[src/rtl/serial_adder_ctrl.sv]
// -----------------------------------------------------------------------------
// serial_adder_ctrl
//
// Bit-serial WIDTH-bit adder controller. A single one-bit full adder cell
// (fulladd) is stepped over the operands one bit per clock, LSB first. This
// block owns the operand shift registers, the carry flip-flop, the bit counter
// and the start/done handshake. {cout, sum} = a + b + cin.
//
// Parameters:
//   WIDTH  operand/sum width in bits, 1..32 (default 8)
//
// Ports:
//   clk    in   rising-edge clock
//   rst    in   synchronous reset, active-high; aborts an add in progress
//   start  in   request, only looked at in IDLE
//   a, b   in   WIDTH-bit operands, captured on the accepted start edge
//   cin    in   carry-in, captured on the accepted start edge
//   busy   out  high for the WIDTH cycles of the add
//   done   out  one-cycle completion pulse
//   sum    out  WIDTH-bit result, held until the next accepted start
//   cout   out  final carry-out, held like sum
//   ovf    out  (only with SERIAL_ADDER_OVF_EN) two's-complement overflow
//
// Build option:
//   `define SERIAL_ADDER_OVF_EN to add the ovf output and its register.
// -----------------------------------------------------------------------------

// One-bit full adder cell shared by the serial datapath.
module fulladd (
   input  logic x,
   input  logic y,
   input  logic z,
   output logic s,
   output logic c
);
   assign s = x ^ y ^ z;
   assign c = (x & y) | (z & (x ^ y));
endmodule

module serial_adder_ctrl #(
   parameter int WIDTH = 8
) (
   input  logic             clk,
   input  logic             rst,
   input  logic             start,
   input  logic [WIDTH-1:0] a,
   input  logic [WIDTH-1:0] b,
   input  logic             cin,
   output logic             busy,
   output logic             done,
   output logic [WIDTH-1:0] sum,
   output logic             cout
`ifdef SERIAL_ADDER_OVF_EN
   ,
   output logic             ovf
`endif
);

   // One extra counter bit so the count never wraps, even at WIDTH=32.
   localparam int            CW       = $clog2(WIDTH) + 1;
   localparam logic [CW-1:0] LAST_BIT = CW'(WIDTH - 1);

   typedef enum logic [1:0] {
      S_IDLE,
      S_RUN,
      S_DONE
   } state_e;

   state_e           state_q, state_d;
   logic [WIDTH-1:0] a_sh_q, a_sh_d;
   logic [WIDTH-1:0] b_sh_q, b_sh_d;
   logic [WIDTH-1:0] sum_q, sum_d;
   logic [CW-1:0]    cnt_q, cnt_d;
   logic             carry_q, carry_d;
   logic             cout_q, cout_d;
   logic             busy_q, busy_d;
   logic             done_q, done_d;
`ifdef SERIAL_ADDER_OVF_EN
   logic             ovf_q, ovf_d;
`endif

   logic             fa_s, fa_c;
   logic [WIDTH-1:0] sum_shift;

   fulladd u_fa (
      .x (a_sh_q[0]),
      .y (b_sh_q[0]),
      .z (carry_q),
      .s (fa_s),
      .c (fa_c)
   );

   // New sum bit enters at the MSB; after WIDTH shifts bit i sits in sum[i].
   // The WIDTH=1 case needs its own branch because sum_q[0:1] is not a slice.
   generate
      if (WIDTH == 1) begin : g_sum_w1
         assign sum_shift = fa_s;
      end else begin : g_sum_wn
         assign sum_shift = {fa_s, sum_q[WIDTH-1:1]};
      end
   endgenerate

   always_comb begin
      // NOTE: every next-state value gets a default before the case so no
      // path leaves a signal unassigned, which would infer a latch.
      state_d = state_q;
      a_sh_d  = a_sh_q;
      b_sh_d  = b_sh_q;
      sum_d   = sum_q;
      cnt_d   = cnt_q;
      carry_d = carry_q;
      cout_d  = cout_q;
      busy_d  = busy_q;
      done_d  = done_q;
`ifdef SERIAL_ADDER_OVF_EN
      ovf_d   = ovf_q;
`endif

      case (state_q)
         S_IDLE: begin
            if (start) begin
               a_sh_d  = a;
               b_sh_d  = b;
               carry_d = cin;
               cnt_d   = '0;
               sum_d   = '0;
               busy_d  = 1'b1;
               state_d = S_RUN;
            end
         end

         S_RUN: begin
            carry_d = fa_c;
            sum_d   = sum_shift;
            a_sh_d  = a_sh_q >> 1;
            b_sh_d  = b_sh_q >> 1;
            cnt_d   = cnt_q + CW'(1);
            if (cnt_q == LAST_BIT) begin
               cout_d  = fa_c;
               busy_d  = 1'b0;
               done_d  = 1'b1;
               state_d = S_DONE;
`ifdef SERIAL_ADDER_OVF_EN
               // carry_q is the carry into the MSB, fa_c the carry out of it.
               ovf_d   = carry_q ^ fa_c;
`endif
            end
         end

         S_DONE: begin
            done_d  = 1'b0;
            state_d = S_IDLE;
         end

         default: state_d = S_IDLE;
      endcase
   end

   always_ff @(posedge clk) begin
      // NOTE: state registers use non-blocking assignments so every flop
      // samples the pre-edge values, independent of statement order.
      if (rst) begin
         state_q <= S_IDLE;
         a_sh_q  <= '0;
         b_sh_q  <= '0;
         sum_q   <= '0;
         cnt_q   <= '0;
         carry_q <= 1'b0;
         cout_q  <= 1'b0;
         busy_q  <= 1'b0;
         done_q  <= 1'b0;
`ifdef SERIAL_ADDER_OVF_EN
         ovf_q   <= 1'b0;
`endif
      end else begin
         state_q <= state_d;
         a_sh_q  <= a_sh_d;
         b_sh_q  <= b_sh_d;
         sum_q   <= sum_d;
         cnt_q   <= cnt_d;
         carry_q <= carry_d;
         cout_q  <= cout_d;
         busy_q  <= busy_d;
         done_q  <= done_d;
`ifdef SERIAL_ADDER_OVF_EN
         ovf_q   <= ovf_d;
`endif
      end
   end

   assign busy = busy_q;
   assign done = done_q;
   assign sum  = sum_q;
   assign cout = cout_q;
`ifdef SERIAL_ADDER_OVF_EN
   assign ovf  = ovf_q;
`endif

endmodule

[config.mk]
export PLATFORM = sky130hd
export DESIGN_NAME = serial_adder_ctrl
export DESIGN_NICKNAME = d
export VERILOG_FILES = /design/src/rtl/serial_adder_ctrl.sv
export SDC_FILE = /design/constraint.sdc
export NUM_CORES = 1
export LEC_CHECK = 0
export ABC_AREA = 1
export BUFFER_PORTS_ARGS = -buffer_cell sky130_fd_sc_hd__buf_2
export CAP_MARGIN = 20
export CORE_UTILIZATION = 57
export DETAILED_ROUTE_END_ITERATION = 16
export GPL_ROUTABILITY_DRIVEN = 0
export HOLD_SLACK_MARGIN = 0.12
export MAX_ROUTING_LAYER = met4
export PLACE_DENSITY = 0.83
export SLEW_MARGIN = 15
export SYNTH_ARGS = -nofsm -noshare
export SYNTH_HDL_FRONTEND = slang
export SYNTH_SLANG_ARGS = --single-unit
[constraint.sdc]
create_clock -name clk -period 2.2 [get_ports clk]
set_input_delay 0.44 -clock clk [delete_from_list [all_inputs] [get_ports clk]]
set_output_delay 0.44 -clock clk [all_outputs]
set_load 0.02 [all_outputs]
==> impl_summary.log <==
[metrics] critical path cell sequence: buf_2
[metrics] clock tree root driver cell: sky130_fd_sc_hd__clkbuf_4
[metrics] initial antenna violation count: 0
[metrics] final routed wirelength across all metal layers: 2920 um
[metrics] maximum number of buffers from clock root to sink: 2
[metrics] worst-case clock skew: 9.90 ps
[metrics] final net count: 257
[metrics] most frequent cell after synthesis: sky130_fd_sc_hd__nand2_1
[metrics] Pwr per Cell Area: 704 nW/um2
[metrics] Required @ worst endpoint: 1760 ps
[metrics] combined area of all synthesized cells: 1460 um2
[metrics] startpoint types: flip-flop
[metrics] Critical Path Slowest Stage Cell: sky130_fd_sc_hd__dfxtp_1
[metrics] worst vdd rail ir drop: 0.000562 V
[metrics] Max-cap violations: 0
[metrics] biggest area contributors in the synthesized netlist: sky130_fd_sc_hd__dfxtp_1 46%, sky130_fd_sc_hd__nand2_1 18%, sky130_fd_sc_hd__nor2_1 10%
[metrics] total number of vias: 1371
[metrics] number of top-level design ports: 31
[metrics] Rel. slew slack: 0.564
[metrics] Max Transition Viols Final: 0
[metrics] final antenna-violating net count: 0
[metrics] worst min-delay path startpoint: a[7]
[metrics] number of hold violations in the final report: 0
[metrics] number of buffers created by CTS: 5
[metrics] Commonest cells post-synth: 71 x sky130_fd_sc_hd__nand2_1, 39 x sky130_fd_sc_hd__nor2_1, 34 x sky130_fd_sc_hd__dfxtp_1, 18 x sky130_fd_sc_hd__a21oi_1, 16 x sky130_fd_sc_hd__o21ai_0
[metrics] result of the run: complete, no violations
[metrics] Post-synth top flop: sky130_fd_sc_hd__dfxtp_1
[metrics] CP endpoint kind: output port
[metrics] mean instance size in the synthesized netlist: 7.07 um2
[metrics] number of levels in the clock H-tree: 2
[metrics] CP Data Arrival Time: 890 ps
[metrics] portion of the post-synthesis area used by sequential elements: 0.465
[metrics] drt wl/cell: 11.1 um
[metrics] post-route cell area: 1640 um2
[metrics] number of synthesized flops with an enable pin: 0
[metrics] count of unique library cells instantiated by Yosys: 18
[metrics] die outline height: 52.7 um
[metrics] post-detailed-route via-to-cell ratio: 5.21
[metrics] clock latency at the later pin of the worst-skew pair: 340 ps
[metrics] signed area change from the synthesized netlist to the final layout: 12.0%
[metrics] Detailed Place HPWL: 1950 um
[metrics] initial cell density of the core: 0.631
[metrics] worst hold-check path type: input pin to flip-flop
[metrics] Worst Path Class, Setup: flip-flop to output port
[metrics] unrepaired setup endpoints after global routing: false
[metrics] number of warnings issued by yosys: 0
[metrics] die outline area: 2770 um2
[metrics] CTS clock-pin slew for the worst setup and hold paths: 110 ps
[metrics] Std-Cell Core Area: 2320 um2
[metrics] Post-CTS Setup Repair Bufs: 0
[metrics] drc violations: 0
[metrics] portion of the clock cycle consumed by the worst path in the final layout: 0.604
[metrics] via count of the first global-routing pass: 1126
[metrics] die outline width: 52.7 um
[metrics] post-synthesis cell type with the largest combined area: sky130_fd_sc_hd__dfxtp_1
[metrics] ant diodes: 0
[metrics] Buf/Inv on CP: 1
[metrics] Layout fillers: 212
[metrics] synthesis-stage register bit count: 34
[metrics] R2R cell count: 7
[metrics] number of clock sinks seen by CTS: 34
[metrics] peak fanout along the critical path: 3
[metrics] delay of the slowest cell on the worst path: 370 ps
[metrics] number of hold buffers added after CTS: 0
[metrics] number of stages on the worst hold path: 3
[metrics] CP delay by family, top: flip-flops
[metrics] maximum clock frequency: 753 MHz
[metrics] shortest clock period the worst path allows after layout: 1330 ps
[metrics] number of standard cells after synthesis: 207
[metrics] First DRT Iteration DRCs: 45
[metrics] R2R setup slack: 880 ps
[metrics] r2r endpoint: b_sh_q[1]$_SDFFE_PP0P_
[metrics] leakage dissipation: 0.765 nW
[metrics] Placed Area: 1590 um2
[metrics] final hold slack: 346 ps
[metrics] Net Count, Synth: 229
[metrics] IO Port Bufs: 30
[metrics] maximum number of pins on one net before global-route repair: 29
[metrics] share of the synthesized area in the top cell type: 0.465
[metrics] FFs w/ async S/R, synth: 0
[metrics] fraction of layout cells with a size suffix above 1: 0.179
[metrics] worst hold endpoint: a_sh_q[7]$_SDFFE_PP0P_
[metrics] gr usage total: 0.247
[metrics] num rows: 17
[metrics] Gates resized, CTS repair: 0
[metrics] Total Neg Setup Slack: 0 ps
[metrics] final number of setup-violating endpoints: 0
[metrics] number of iterations in the first detailed-routing pass: 4
[metrics] CTS tree: done
[metrics] GR Overflow Total: 0
[metrics] Worst-Margin Slew: 651 ps
[metrics] global-route wire length before repair: 4800 um
[metrics] Critical R2R Launch: state_q[1]$_SDFFE_PP0P_
==> per-layer routing <==
layer,vias up,routed length (um),global-route usage
met5,-,0,-
met4,0,23,0.0658
met3,3,161,0.0783
met2,38,1380,0.397
met1,622,1360,0.299
li1,708,-,-
==> how the worst max path moves through the flow <==
stage	startpoint	end	slack, ps	cells past startpoint
global route	state_q[1]$_SDFFE_PP0P_	b_sh_q[3]$_SDFFE_PP0P_	720	7
CTS	sum[6]$_SDFFE_PP0P_	sum[6]	860	1
floorplan	rst	a_sh_q[4]$_SDFFE_PP0P_	1010	5
detailed placement	start	sum[6]$_SDFFE_PP0P_	730	4
finish	sum[2]$_SDFFE_PP0P_	sum[2]	870	1
global placement	start	a_sh_q[7]$_SDFFE_PP0P_	800	4
==> where the power goes <==
| group | total (mW) | switching [mW] | internal (mW) |
|---|---|---|---|
| registers | 0.671 | 0.0203 | 0.651 |
| logic | 0.166 | 0.107 | 0.0594 |
| clock network | 0.318 | 0.203 | 0.115 |
| total | 1.15 | 0.330 | 0.825 |
==> placed cells by master (no fill, tap or decap) <==
master,instances
sky130_fd_sc_hd__a21oi_1,18
sky130_fd_sc_hd__buf_2,30
sky130_fd_sc_hd__clkbuf_4,5
sky130_fd_sc_hd__clkinv_2,2
sky130_fd_sc_hd__clkinv_4,1
sky130_fd_sc_hd__dfxtp_1,34
sky130_fd_sc_hd__fa_1,1
sky130_fd_sc_hd__ha_1,1
sky130_fd_sc_hd__inv_1,7
sky130_fd_sc_hd__nand2_1,71
sky130_fd_sc_hd__nand2_4,2
sky130_fd_sc_hd__nand3_1,3
sky130_fd_sc_hd__nor2_1,39
sky130_fd_sc_hd__o21ai_0,16
sky130_fd_sc_hd__o21ai_1,3
sky130_fd_sc_hd__o21ai_4,1
sky130_fd_sc_hd__or2_2,1
==> cell families (layout without fill, tap and decap cells) <==
group,count (synthesis),after routing,synth area share
fa+ha+maj,2,2,0.0222
flops,34,34,0.465
buf+inv,17,45,0.0633
compound gates,38,38,0.138
simple gates,116,116,0.312
==> area by class of cell <==
| type | instances | area, um2 | area share |
|---|---|---|---|
| clock inverter | 2 | 10.0 | 0.00611 |
| multi-input combinational | 156 | 691 | 0.421 |
| sequential | 34 | 681 | 0.415 |
| inverter | 8 | 35.0 | 0.0214 |
| clock buffer | 5 | 37.5 | 0.0229 |
| tap | 28 | 35.0 | 0.0214 |
| timing repair buffer | 30 | 150 | 0.0916 |
==> registers in the layout (all words and copies together), names as in the netlist, 2 cells and up <==
register  flops
a_sh_q        8
state_q       2
b_sh_q        8
cnt_q         4
sum           8
==> through the flow <==
stage,setup slack [ps],util,power [mW],instances
after CTS,857,0.707,1.16,263
after global routing,724,0.707,1.21,263
final,872,0.707,1.15,263
after floorplan,1010,-,0.811,207
after global placement,802,0.686,0.841,256
after detailed placement,729,0.686,0.849,256
Power figures use the tool's default switching activity.
